## src/rtl/tracking_pkg.sv

```systemverilog
// Shared constants and state encoding for the object-tracking pipeline
// (centroid front end feeding the Kalman measurement ports).
package tracking_pkg;

    localparam int unsigned TRK_DISP_WIDTH = 11;
    localparam int unsigned TRK_CNT_W      = 21;
    localparam int unsigned TRK_SUM_W      = 32;

    typedef enum logic [1:0] {
        ST_IDLE    = 2'd0,
        ST_DIVIDE  = 2'd1,
        ST_PRESENT = 2'd2
    } centroid_state_e;

endpackage

```

## src/rtl/seq_divider.sv

```systemverilog
// Unsigned restoring divider: one quotient bit per cycle, W iterations,
// done pulses for one cycle after the last iteration.
module seq_divider #(
    parameter int unsigned W = 32
) (
    input  logic         clk,
    input  logic         aresetn,
    input  logic         start,
    input  logic [W-1:0] dividend,
    input  logic [W-1:0] divisor,
    output logic         busy,
    output logic         done,
    output logic [W-1:0] quotient
);

    localparam int unsigned CW = $clog2(W + 1);

    logic [W-1:0]  quo_q, quo_d;
    logic [W-1:0]  rem_q, rem_d;
    logic [W-1:0]  dsr_q, dsr_d;
    logic [CW-1:0] cnt_q, cnt_d;
    logic          busy_q, busy_d;
    logic          done_q, done_d;
    logic [W:0]    shifted_c;
    logic [W-1:0]  diff_c;

    always_comb begin
        quo_d  = quo_q;
        rem_d  = rem_q;
        dsr_d  = dsr_q;
        cnt_d  = cnt_q;
        busy_d = busy_q;
        done_d = 1'b0;
        shifted_c = {rem_q, quo_q[W-1]};
        // True difference is below the divisor whenever it is taken, so W bits suffice.
        diff_c = shifted_c[W-1:0] - dsr_q;
        if (start && !busy_q) begin
            quo_d  = dividend;
            dsr_d  = divisor;
            rem_d  = '0;
            cnt_d  = CW'(W);
            busy_d = 1'b1;
        end else if (busy_q) begin
            if (shifted_c >= {1'b0, dsr_q}) begin
                rem_d = diff_c;
                quo_d = {quo_q[W-2:0], 1'b1};
            end else begin
                rem_d = shifted_c[W-1:0];
                quo_d = {quo_q[W-2:0], 1'b0};
            end
            cnt_d = cnt_q - CW'(1);
            if (cnt_q == CW'(1)) begin
                busy_d = 1'b0;
                done_d = 1'b1;
            end
        end
    end

    always_ff @(posedge clk) begin
        if (!aresetn) begin
            quo_q  <= '0;
            rem_q  <= '0;
            dsr_q  <= '0;
            cnt_q  <= '0;
            busy_q <= 1'b0;
            done_q <= 1'b0;
        end else begin
            quo_q  <= quo_d;
            rem_q  <= rem_d;
            dsr_q  <= dsr_d;
            cnt_q  <= cnt_d;
            busy_q <= busy_d;
            done_q <= done_d;
        end
    end

    assign busy     = busy_q;
    assign done     = done_q;
    assign quotient = quo_q;

endmodule

```

## src/rtl/centroid_calc.sv

```systemverilog
// Accumulates hit-pixel coordinates per frame and presents the centroid
// as a (z_x, z_y) measurement on a valid/ready handshake.
module centroid_calc
    import tracking_pkg::*;
#(
    parameter int unsigned DISP_WIDTH = TRK_DISP_WIDTH,
    parameter int unsigned CNT_W      = TRK_CNT_W,
    parameter int unsigned SUM_W      = TRK_SUM_W,
    parameter int unsigned MIN_PIXELS = 16
) (
    input  logic                  clk,
    input  logic                  aresetn,
    input  logic                  pix_valid,
    input  logic [DISP_WIDTH-1:0] pix_x,
    input  logic [DISP_WIDTH-1:0] pix_y,
    input  logic                  pix_hit,
    input  logic                  frame_end,
    output logic [DISP_WIDTH-1:0] z_x,
    output logic [DISP_WIDTH-1:0] z_y,
    output logic                  valid,
    input  logic                  ready,
    output logic                  lost,
    output logic                  overrun
);

    centroid_state_e       state_q, state_d;
    logic [SUM_W-1:0]      sum_x_q, sum_x_d, sum_y_q, sum_y_d;
    logic [CNT_W-1:0]      cnt_q, cnt_d;
    logic [DISP_WIDTH-1:0] z_x_q, z_x_d, z_y_q, z_y_d;
    logic                  valid_q, valid_d;
    logic                  lost_q, lost_d;
    logic                  overrun_q, overrun_d;

    logic                  hit_c;
    logic [SUM_W-1:0]      snap_x_c, snap_y_c;
    logic [CNT_W-1:0]      snap_cnt_c;
    logic                  start_c;
    logic                  div_busy_x, div_busy_y, div_done_x, div_done_y;
    logic [SUM_W-1:0]      quo_x, quo_y;
    logic                  div_unused_c;

    // Running totals including this cycle's pixel; this is also the frame-end snapshot.
    always_comb begin
        hit_c      = pix_valid && pix_hit;
        snap_x_c   = sum_x_q + (hit_c ? SUM_W'(pix_x) : '0);
        snap_y_c   = sum_y_q + (hit_c ? SUM_W'(pix_y) : '0);
        snap_cnt_c = (hit_c && (cnt_q != '1)) ? cnt_q + CNT_W'(1) : cnt_q;
        start_c    = frame_end && (state_q == ST_IDLE)
                     && (snap_cnt_c >= CNT_W'(MIN_PIXELS));
    end

    seq_divider #(.W(SUM_W)) u_div_x (
        .clk      (clk),
        .aresetn  (aresetn),
        .start    (start_c),
        .dividend (snap_x_c),
        .divisor  (SUM_W'(snap_cnt_c)),
        .busy     (div_busy_x),
        .done     (div_done_x),
        .quotient (quo_x)
    );

    seq_divider #(.W(SUM_W)) u_div_y (
        .clk      (clk),
        .aresetn  (aresetn),
        .start    (start_c),
        .dividend (snap_y_c),
        .divisor  (SUM_W'(snap_cnt_c)),
        .busy     (div_busy_y),
        .done     (div_done_y),
        .quotient (quo_y)
    );

    // Quotient never exceeds the largest coordinate, so only the low bits matter.
    assign div_unused_c = ^{div_busy_x, div_busy_y,
                            quo_x[SUM_W-1:DISP_WIDTH], quo_y[SUM_W-1:DISP_WIDTH]};

    always_comb begin
        state_d   = state_q;
        z_x_d     = z_x_q;
        z_y_d     = z_y_q;
        valid_d   = valid_q;
        lost_d    = 1'b0;
        overrun_d = 1'b0;
        sum_x_d   = frame_end ? '0 : snap_x_c;
        sum_y_d   = frame_end ? '0 : snap_y_c;
        cnt_d     = frame_end ? '0 : snap_cnt_c;
        case (state_q)
            ST_IDLE: begin
                if (start_c) begin
                    state_d = ST_DIVIDE;
                end else if (frame_end) begin
                    lost_d = 1'b1;
                end
            end
            ST_DIVIDE: begin
                overrun_d = frame_end;
                if (div_done_x && div_done_y) begin
                    z_x_d   = quo_x[DISP_WIDTH-1:0];
                    z_y_d   = quo_y[DISP_WIDTH-1:0];
                    valid_d = 1'b1;
                    state_d = ST_PRESENT;
                end
            end
            ST_PRESENT: begin
                overrun_d = frame_end;
                if (valid_q && ready) begin
                    valid_d = 1'b0;
                    state_d = ST_IDLE;
                end
            end
            default: begin
                valid_d = 1'b0;
                state_d = ST_IDLE;
            end
        endcase
    end

    always_ff @(posedge clk) begin
        if (!aresetn) begin
            state_q   <= ST_IDLE;
            sum_x_q   <= '0;
            sum_y_q   <= '0;
            cnt_q     <= '0;
            z_x_q     <= '0;
            z_y_q     <= '0;
            valid_q   <= 1'b0;
            lost_q    <= 1'b0;
            overrun_q <= 1'b0;
        end else begin
            state_q   <= state_d;
            sum_x_q   <= sum_x_d;
            sum_y_q   <= sum_y_d;
            cnt_q     <= cnt_d;
            z_x_q     <= z_x_d;
            z_y_q     <= z_y_d;
            valid_q   <= valid_d;
            lost_q    <= lost_d;
            overrun_q <= overrun_d;
        end
    end

    assign z_x     = z_x_q;
    assign z_y     = z_y_q;
    assign valid   = valid_q;
    assign lost    = lost_q;
    assign overrun = overrun_q;

endmodule

```

## config.mk

```make
export PLATFORM = sky130hd
export DESIGN_NAME = centroid_calc
export DESIGN_NICKNAME = d
export VERILOG_FILES = /design/src/rtl/tracking_pkg.sv /design/src/rtl/seq_divider.sv /design/src/rtl/centroid_calc.sv
export SDC_FILE = /design/constraint.sdc
export NUM_CORES = 1
export LEC_CHECK = 0
export CORE_ASPECT_RATIO = 1.5
export CORE_MARGIN = 8
export CORE_UTILIZATION = 55
export DETAILED_ROUTE_END_ITERATION = 10
export GPL_TIMING_DRIVEN = 1
export PLACE_DENSITY_LB_ADDON = 0.1
export SYNTH_ARGS = -nofsm -noshare
export SYNTH_HDL_FRONTEND = slang
export SYNTH_SLANG_ARGS = --single-unit
```

## constraint.sdc

```tcl
create_clock -name clk -period 4.3 [get_ports clk]
set_clock_uncertainty 0.1 [all_clocks]
set_input_delay 0.86 -clock clk [delete_from_list [all_inputs] [get_ports clk]]
set_output_delay 0.86 -clock clk [all_outputs]
set_load 0.03 [all_outputs]
```

### Word-level counts from Yosys, hierarchy flattened

Index checks and enable logic that the tools add are counted.
Widths: inputs -> output; s select.

| storage, ports and cells | value |
|---|---|
| memories kept | 0 |
| RAM bits | 0 |
| output and inout port bits | 25 |
| input bits | 28 |
| register bits after elaboration | 298 |
| latch bits | 0 |
| ROM bits | 0 |

| operators by class | value |
|---|---|
| magnitude comparators | 3 |
| $mul | 0 |
| eq/ne operators | 8 |
| reductions and logical operators | 24 |
| mux-type cells | 31 |
| bitwise logic cells | 4 |
| shift-type cells | 0 |
| $add $sub $neg | 7 |
| div/mod/pow operators | 0 |

Operator list:

| cell | count |
|---|---|
| $mux 32 | 6 |
| $ge 33x21->1 | 2 |
| $add 32x11->32 | 2 |
| $sub 32x21->32 | 2 |
| $mux 6 | 4 |
| $mux 11 | 2 |
| $add 21x1->21 const B | 1 |
| $ge 21x5->1 const B | 1 |
| $mux 21 | 1 |
| $ne 21x21->1 const B | 1 |
| $mux 1 | 13 |
| $eq 6x1->1 const B | 2 |
| $sub 6x1->6 const B | 2 |
| $reduce_or 3->1 | 3 |
| $logic_and 1x1->1 | 8 |
| $reduce_or 2->1 | 4 |
| $mux 2 | 3 |
| $pmux 2 s3 | 1 |
| $reduce_and 3->1 | 2 |
| $ne 2x2->1 const B | 2 |
| $not 1->1 | 4 |
| $reduce_and 2->1 | 2 |
| $reduce_bool 2->1 | 2 |
| $pmux 1 s3 | 1 |
| other kinds (5) | 6 |

### Logic depth before layout (Yosys ltp)

Gate-level depths: netlist of the first run.

| logic depth | value |
|---|---|
| depth after elaboration | 7 |
| depth in mapped cells | 15 |
| depth with buffers taken out | 13 |

### Hierarchy

Synthesis of the first run repeated with hierarchy kept, for this count alone.

| second synthesis, totals | value |
|---|---|
| cells, all modules | 2318 |
| area, all modules | 18689.2 um^2 |

By module, submodules not included:

| module | area an instance (um^2) | cells each | instances |
|---|---|---|---|
| seq_divider | 6351.1 | 812 | 2 |
| centroid_calc | 5987.0 | 694 | 1 |

### Worst setup path before layout of the first run

No wires, ideal clock.

| timing path | value |
|---|---|
| path kind | input to register |
| start point | in pix_valid |
| end point | reg u_div_x.quo_q[22], in the netlist u_div_x.quotient[22] |
| buffers on the path | 2 |
| setup time | 70 ps |
| required time | 4130 ps |
| stages on the path | 15 |
| path slack | 666 ps |
| data arrival time | 3464 ps |
| cell sequence | clkbuf_1 -> and3_1 -> ha_1 -> inv_1 -> fa_1 -> nor2b_1 -> o31a_1 -> o41ai_1 -> o21ai_0 -> a21bo_2 -> clkbuf_1 -> nand4_1 -> xor2_1 -> a211o_1 -> a21oi_1 |

| on the way | value |
|---|---|
| longest elaborated chain between the ends | 7 |
| elaborated cells between the ends (all ways) | 10 |
| those cells by class | add/sub (1); order compare (1); mux (3); reduce/logical (5) |

Ends and longest elaborated chain:

| item | line | text |
|---|---|---|
| from (decl) | centroid_calc.sv:13 | `input logic pix_valid,` |
| $logic_and 1x1->1 (*) | centroid_calc.sv:44 | `hit_c = pix_valid && pix_hit;` |
| $logic_and 1x1->1 | centroid_calc.sv:47 | `snap_cnt_c = (hit_c && (cnt_q != '1)) ? cnt_q + CNT_W'(1) : cnt_q;` |
| $mux 21 | centroid_calc.sv:47 |  |
| $ge 21x5->1 | centroid_calc.sv:49 | `&& (snap_cnt_c >= CNT_W'(MIN_PIXELS));` |
| $logic_and 1x1->1 | centroid_calc.sv:49 |  |
| $logic_and 1x1->1 | seq_divider.sv:37 | `if (start && !busy_q) begin` |
| $mux 32 / $reduce_bool 2->1 (equally long branches) | - |  |
| to (signal assigned) | seq_divider.sv:68 | `quo_q <= quo_d;` |
| to (decl) | seq_divider.sv:18 | `logic [W-1:0] quo_q, quo_d;` |

Mark *: on every way between the ends. The rest lies on a longest branch, timed or not.
A chain may end at the register's enable or synchronous reset.

### Worst setup path after layout of the first run

| timing path | value |
|---|---|
| start point | in pix_hit |
| end point | reg u_div_x.quo_q[22], in the netlist u_div_x.quotient[22] |

| on the way | value |
|---|---|
| longest elaborated chain between the ends | 7 |
| elaborated cells between the ends (all ways) | 10 |
| those cells by class | add/sub (1); order compare (1); mux (3); reduce/logical (5) |

Ends and longest elaborated chain:

| item | line | text |
|---|---|---|
| from (decl) | centroid_calc.sv:16 | `input logic pix_hit,` |
| $logic_and 1x1->1 (*) | centroid_calc.sv:44 |  |
| $logic_and 1x1->1 | centroid_calc.sv:47 |  |
| $mux 21 | centroid_calc.sv:47 |  |
| $ge 21x5->1 | centroid_calc.sv:49 |  |
| $logic_and 1x1->1 | centroid_calc.sv:49 |  |
| $logic_and 1x1->1 | seq_divider.sv:37 |  |
| $mux 32 / $reduce_bool 2->1 (equally long branches) | - |  |

Marked as above.

==> results of run 1 <==
[flip-flops by register name, indices dropped and copies added, names as in the netlist, 21 cells and up]
register / flops
cnt_q: 21
sum_x_q: 32
sum_y_q: 32
u_div_x.dsr_q: 21
u_div_x.quotient: 32
u_div_x.rem_q: 32
u_div_y.dsr_q: 21
u_div_y.quotient: 32
u_div_y.rem_q: 32
[synthesized netlist by cell type (33+ instances only)]
library cell / number
nand2_1: 210
and3_1: 55
dfxtp_1: 298
nand4_1: 33
xnor2_1: 57
inv_1: 68
a211oi_1: 96
nor2_1: 274
ha_1: 72
clkbuf_1: 99
a21oi_1: 141
xor2_1: 79
nand3_1: 61
nor3_1: 37
o21ai_0: 49
and2_1: 34
[report_power, final]
part	internal, mW	leakage (nW)	switching (mW)
combinational	0.0622	3.79	0.107
sequential	2.77	2.40	0.00294
clock	1.61	0.502	1.11
[tightest hold or removal path, stage by stage, from the launching register on]
cell     delay [ns]
dfxtp_1        0.31
nand2_1        0.05
a21oi_1        0.05
[metrics by stage]
| stage | cells | TNS (ns) | area (um^2) |
|---|---|---|---|
| floorplan | 1952 | 0 | 15800 |
| global placement | 2287 | 0 | 16800 |
| detailed placement | 2287 | -0.222 | 16800 |
| CTS | 2339 | 0 | 17800 |
| global route | 2339 | 0 | 17800 |
| finish | 2339 | 0 | 17800 |
[cell type report]
class | count | area (um^2) | area share [%]
well taps | 351 | 439 | 2.47
flip-flops and latches | 298 | 5970 | 33.6
repair buffers | 104 | 1010 | 5.66
multi-input cells | 1466 | 9090 | 51.1
clock inverters | 12 | 166 | 0.936
clock buffers | 40 | 848 | 4.77
inverters | 68 | 256 | 1.44
[metal layers]
layer / vias to the layer above / part of all wire, %
li1: 6917 / -
met1: 6474 / 44
met2: 247 / 50
met3: 50 / 4.1
met4: 0 / 2.0
met5: - / 0
[cell families (layout without fill, tap and decap cells)]
kind of cell | after synthesis | after routing | synth area share [%]
simple gates | 786 | 786 | 23.3
compound gates | 443 | 443 | 18.7
flops | 298 | 298 | 37.8
buf+inv | 188 | 224 | 4.81
xor+xnor | 136 | 136 | 7.55
fa+ha+maj | 76 | 76 | 6.22
mux | 25 | 25 | 1.59
[path summary, 6_finish.rpt]
check | start | endpoint | slack [ns] | depth (start not counted)
min reg2reg | u_div_y.quotient[11] | u_div_y.quotient[12] | 0.34 | 2
min | u_div_y.quotient[11] | u_div_y.quotient[12] | 0.34 | 2
max | pix_hit | u_div_x.quotient[22] | 0.48 | 15
max reg2reg | u_div_y.rem_q[20] | u_div_y.rem_q[30] | 0.64 | 8
[cell usage in the layout (no fill, tap or decap), types with 12 or more instances in the layout]
master           synthesis  layout
a211o_1                 20      20
a211oi_1                96      96
a21o_1                  22      22
a21oi_1                141     141
a31oi_1                 14      14
and2_1                  34      34
and3_1                  55      55
and4_1                  19      19
buf_4                    2      44
clkbuf_16                0      30
clkdlybuf4s50_1          0      51
dfxtp_1                298     296
ha_1                    72      72
inv_1                   68      67
mux2i_1                 25      25
nand2_1                210     210
nand3_1                 61      61
nand4_1                 33      33
nor2_1                 274     272
nor2b_1                 13      13
nor3_1                  37      37
nor4_1                  13      13
o211ai_1                17      17
o21ai_0                 49      49
o311ai_0                12      12
xnor2_1                 57      57
xor2_1                  79      79
==> reports/results.ini, run 1 <==
[cts]
clk_pin_slew_ns=0.07
cts_tree=yes
clock_path_buffers=3
numClockSinks=298
clk_latency_ns=0.56
cts_buffers=29
h-tree-depth=1
cts_setup_buffers=0
ctsHoldBuffers=0
cts-root-buf=clkbuf_16
ctsResizeCount=0

[synth]
synth_cell_types=71
ys_seq_area_share_pct=37.8
netlist_area_um2=15800
synthCells=1952
netlist.top_cell.by_area=dfxtp_1
synth-edff-count=0
synth_area_leaders=dfxtp_1 (38%), nor2_1 (6.5%), ha_1 (5.7%)
ys_async_sr_fraction_pct=0
ys_ff_latch=298
synth_warnings=0
synthFlopType=dfxtp_1
avgSynthCellArea_um2=8.09
synth_nets=2056
synth_top_area_share_pct=37.8

[critical_path]
required_ns=4.68
cp.arrival_ns=4.20
slowest_stage=clkdlybuf4s50_1
endpoint_kind=flip-flop
cpPeakStageDelay_ns=0.60
critPathBufInv=3
cp_top_family=compound AO/OA/AOI/OAI gates
worstSetupPathType=in2reg
start_kind=input pin
critPathMaxFanout=10
crit_chain=clkdlybuf4s50_1 -> buf_4 -> and3_1 -> ha_1 -> inv_1 -> fa_1 -> nor2b_1 -> o31a_1 -> o41ai_1 -> o21ai_0 -> a21bo_2 -> nand4_1 -> xor2_1 -> a211o_1 -> a21oi_1

[detailed_routing]
drc=0
dr_total_vias=13700
drt_iter0_drc=656
dr.pass1.iters=5
wl_per_cell_um=16.8
ant_nets=0
via_per_inst=5.85
routed_wl_mm=39.3

[global_routing]
grt_pass1_wl_mm=65.6
gr-usage-met3_pct=2.98
met2_usage_pct=40.8
grt-ovfl-total=0
track_usage_pct=22.6
grt_busiest_layer=met2
grt_use_met1_pct=27.3
grt_max_degree=59
antenna_found_initial=0
grt_pass1_vias=13400

[placement]
place_ws_ns=-0.0767
globalplace.congestion=0.909
hpwl_mm=27.7
portBuffers=52

[power]
power_mw=5.66
max-vdd-ir-drop_mv=0.369
p_leak_nw=6.69
p_per_area_nw_per_um2=318

[timing]
finalCritPeriodShare_pct=88.8
slew_violations=0
rsz0062_at_grt=false
hold_ws_ns=0.342
worst_slack_ns=0.480
setup_viol=0
relSlewSlack_pct=31.2
worst_pin_slew_ns=1.03
fmax_mhz=262
finalHoldViolCount=0
fin_crit_ns=3.82

[layout]
antennaDiodeCount=0
utilization_pct=62.3
drive_gt1_share_pct=6.49
nets=2071
syn_to_final_growth_pct=12.6
nFillCells=2603

[floorplanning]
die_h_um=223
die_w_um=154
start_util_pct=55.3
core_area_um2=28500
pin_count=53
fp.dieArea_um2=34500
row_count=76

[hold_path]
hold_path_class=reg2reg

[outcome]
outcome=finished, final reports clean

[flow_run]
drv_cap=0

Power figures use the tool's default switching activity.
==> inputs of run 2 (changes only) <==
CORE_MARGIN = 3   (was 8)
==> reports/results.ini, run 2 (synthesized netlist as in run 1, its figures left out) <==
[timing]
rsz0062_at_grt=false
fin_setup_tns_ns=0
finalCritPeriodShare_pct=85.7
worst_pin_slew_ns=1.00
finalHoldViolCount=0
relSlewSlack_pct=33.0
hold_ws_ns=0.351
fin_crit_ns=3.69
setup_viol=0
slew_violations=0
fmax_mhz=271

[hold_path]
hold_path_depth=2
hold_end=u_div_y.quotient[22]
min-delay-start=u_div_y.quotient[21]
hold_path_class=reg2reg

[global_routing]
grt_pass1_wl_mm=64.8
antenna_found_initial=0
track_usage_pct=25.1
grt-ovfl-total=0
grt_max_degree=74
grt_pass1_vias=13500

[layout]
antennaDiodeCount=0
final_common_cell=dfxtp_1
fin_cells=2340
drive_gt1_share_pct=6.82
nets=2076
syn_to_final_growth_pct=12.7
final_cell_mix=dfxtp_1 (296), nor2_1 (272), nand2_1 (210)

[cts]
cts-root-buf=clkbuf_16
cts_setup_buffers=0
h-tree-depth=1
cts_tree=yes
cts_buffers=30
ctsHoldBuffers=0
ctsResizeCount=0
clk_latency_ns=0.57
clock_path_buffers=3
numClockSinks=298
clk_pin_slew_ns=0.06

[critical_path]
required_ns=4.66
worst-r2r-cell-count=8
critPathMaxFanout=34
cp.arrival_ns=4.05
r2r-end=u_div_y.rem_q[30]
r2r_setup_slack_ns=0.64
worstSetupPathType=in2reg
start_kind=input pin
r2r_start=u_div_y.rem_q[20]
endpoint_kind=flip-flop

[floorplanning]
die_h_um=213
start_util_pct=56.1
row_count=75
fp.dieArea_um2=30800
pin_count=53
core_area_um2=28200
die_w_um=144

[detailed_routing]
wl_per_cell_um=16.4
drt_iter0_drc=588
dr.pass1.iters=5
drc=0
via_per_inst=5.85
ant_nets=0
dr_total_vias=13700
routed_wl_mm=38.4

[placement]
hpwl_mm=26.6
globalplace.congestion=0.896
dp.cells=2286
portBuffers=52

[power]
p_leak_nw=6.70
power_mw=5.58
max-vdd-ir-drop_mv=0.321
p_per_area_nw_per_um2=314

[flow_run]
drv_cap=0

[outcome]
outcome=finished, final reports clean

-- run 2: power by group --
| part | total (mW) | internal [mW] | leakage [nW] | switching [mW] |
|---|---|---|---|---|
| registers | 2.77 | 2.77 | 2.40 | 0.00275 |
| logic | 0.174 | 0.0676 | 3.82 | 0.107 |
| clock network | 2.64 | 1.51 | 0.485 | 1.13 |
-- run 2: layout make-up --
cell class,instances,area (um^2)
Sequential cell,298,5970
Clock inverter,12,98.8
Tap cell,346,433
Inverter,68,256
Timing Repair Buffer,108,1040
Clock buffer,42,897
Multi-Input combinational cell,1466,9090
Fill cell,2496,10400
-- run 2: critical path, cell delays in order --
cell and delay [ns]:
clkdlybuf4s50_1 0.53, buf_4 0.15, buf_4 0.11, nand4_1 0.10, nor4_2 0.35, a21boi_0 0.30, a31oi_1 0.14, nor4_2 0.32
buf_4 0.19, a41oi_4 0.19, nand2_1 0.19, nand2_1 0.11, buf_12 0.21, nor4_1 0.27
-- run 2: worst max path at each step --
stage	start	to	slack, ns	depth (start not counted)
final	pix_valid	u_div_x.rem_q[20]	0.61	14
after global routing	pix_valid	u_div_y.quotient[30]	0.34	16
after CTS	u_div_y.rem_q[20]	u_div_y.rem_q[30]	0.63	8
after detailed placement	pix_valid	u_div_y.quotient[30]	0.04	16
after global placement	pix_valid	u_div_y.quotient[31]	0.1	15
after floorplan	pix_valid	u_div_x.quotient[22]	0.67	15
-- run 2: through the flow --
stage	util (%)	area (um^2)	setup slack, ns
after global placement	59.6	16800	0.0982
final	63.2	17800	0.615
after floorplan	-	15800	0.666
after global routing	63.2	17800	0.340
after CTS	63.2	17800	0.631
after detailed placement	59.6	16800	0.0403
-- run 2: layer usage --
| metal | vias up | routed length (um) | GRT usage, % |
|---|---|---|---|
| met5 | - | 0 | 0 |
| met1 | 6441 | 17000 | 32.2 |
| met3 | 69 | 1350 | 2.63 |
| met4 | 0 | 1020 | 7.72 |
| met2 | 267 | 19000 | 44.1 |
| li1 | 6907 | - | - |
==> inputs of run 3 (changes only) <==
PLACE_DENSITY = 0.72   (was unset)
PLACE_DENSITY_LB_ADDON = unset   (was 0.1)
==> reports/results.ini, run 3 (synthesized netlist as in run 1, its figures left out) <==
[timing]
fmax_mhz=266
rsz0062_at_grt=false
hold_ws_ns=0.354
relSlewSlack_pct=29.0
fin_setup_tns_ns=0
worst_slack_ns=0.542
fin_crit_ns=3.76
setup_viol=0
worst_pin_slew_ns=1.06
finalCritPeriodShare_pct=87.4
slew_violations=0
finalHoldViolCount=0

[floorplanning]
die_h_um=213
row_count=75
fp.dieArea_um2=30800
start_util_pct=56.1
core_area_um2=28200
pin_count=53
die_w_um=144

[cts]
cts_tree=yes
clk_latency_ns=0.56
ctsHoldBuffers=0
cts_setup_buffers=0
clock_path_buffers=3
cts-root-buf=clkbuf_16
clk_pin_slew_ns=0.06
h-tree-depth=1
numClockSinks=298
cts_buffers=29
ctsResizeCount=0

[layout]
final_cell_mix=dfxtp_1 (296), nor2_1 (272), nand2_1 (210)
final_common_cell=dfxtp_1
multiInputGateArea_um2=9090
seqCellArea_um2=5970
syn_to_final_growth_pct=12.6
drive_gt1_share_pct=6.29
nFillCells=2450
antennaDiodeCount=0
nets=2070

[detailed_routing]
drt_iter0_drc=852
drc=0
via_per_inst=5.89
routed_wl_mm=38.9
ant_nets=0
dr.pass1.iters=5
wl_per_cell_um=16.7
dr_total_vias=13800

[power]
max-vdd-ir-drop_mv=0.314
combPwrFrac_pct=3.0
seqPwrFrac_pct=48.7
p_per_area_nw_per_um2=320
p_leak_nw=6.69
p_sw_share_pct=21.3
switchingPower_mw=1.21
intPower_mw=4.48
power_mw=5.68
pwr-share-clk_pct=48.3

[global_routing]
grt_pass1_wl_mm=64.9
grt-ovfl-total=0
track_usage_pct=25.2
grt_max_degree=76
antenna_found_initial=0
grt_pass1_vias=13400

[critical_path]
start_kind=input pin
cp.arrival_ns=4.15
critPathMaxFanout=13
worstSetupPathType=in2reg
endpoint_kind=flip-flop
required_ns=4.69

[placement]
hpwl_mm=27.3
globalplace.congestion=0.947
place_ws_ns=0.0223
portBuffers=52

[hold_path]
hold_path_class=reg2reg

[flow_run]
drv_cap=0

[outcome]
outcome=finished, final reports clean

## run 3: cell count changes in the layout (fill, tap and decap cells not counted)
| cell | before | now |
|---|---|---|
| buf_4 | 48 | 43 |
| clkbuf_1 | 3 | 8 |
| bufinv_16 | 1 | 5 |
| clkinvlp_4 | 4 | 0 |
| clkinv_2 | 7 | 4 |
| clkbuf_16 | 31 | 29 |
| clkbuf_8 | 8 | 6 |
| clkinv_8 | 0 | 1 |
## run 3: final timing paths
kind                          from              endpoint  slack, ns  cells past startpoint
setup / recovery         pix_valid  u_div_x.quotient[30]       0.54                     15
hold / removal    u_div_x.dsr_q[6]      u_div_x.dsr_q[6]       0.35                      2
setup reg to reg  u_div_x.dsr_q[2]     u_div_x.rem_q[28]       0.87                     11
hold reg to reg   u_div_x.dsr_q[6]      u_div_x.dsr_q[6]       0.35                      2
## run 3: area by class of cell
cell class | count | area share (%)
Inverter | 68 | 1.44
Clock buffer | 43 | 4.72
Tap cell | 346 | 2.44
Clock inverter | 10 | 1.07
Sequential cell | 298 | 33.6
Timing Repair Buffer | 103 | 5.62
Multi-Input combinational cell | 1466 | 51.1
## run 3: routing by layer
metal / vias to the layer above / routed length [um] / share of wire, % / track usage (%)
met2: 280 / 19800 / 51 / 45.4
met5: - / 0 / 0 / 0
met4: 0 / 970 / 2.5 / 7.53
met1: 6494 / 16500 / 42 / 31.3
met3: 60 / 1630 / 4.2 / 3.08
li1: 6920 / - / - / -
## run 3: worst max-delay path, cell delays in order
cell	delay, ns
clkdlybuf4s50_1	0.51
buf_4	0.20
and3_1	0.17
ha_1	0.16
inv_1	0.06
fa_1	0.39
nor2b_1	0.18
o31a_1	0.18
o41ai_1	0.09
o21ai_0	0.25
a21bo_2	0.33
nand4_1	0.14
xor2_1	0.19
a211o_1	0.32
a21oi_1	0.14
## run 3: per-stage QoR
stage               area, um^2  cells  utilization (%)
CTS                      17800   2334             63.1
detailed placement       16700   2281             59.5
floorplan                15800   1952                -
global placement         16700   2281             59.5
global route             17800   2334             63.1
finish                   17800   2334             63.1
## run 3: power groups by stage
stage / Sequential, mW / Combinational [mW] / Clock (mW)
after global placement: 2.83 / 0.166 / 0
final: 2.77 / 0.168 / 2.75
after CTS: 2.77 / 0.169 / 2.80
after global routing: 2.77 / 0.185 / 2.91
after detailed placement: 2.83 / 0.168 / 0
after floorplan: 2.83 / 0.0946 / 0
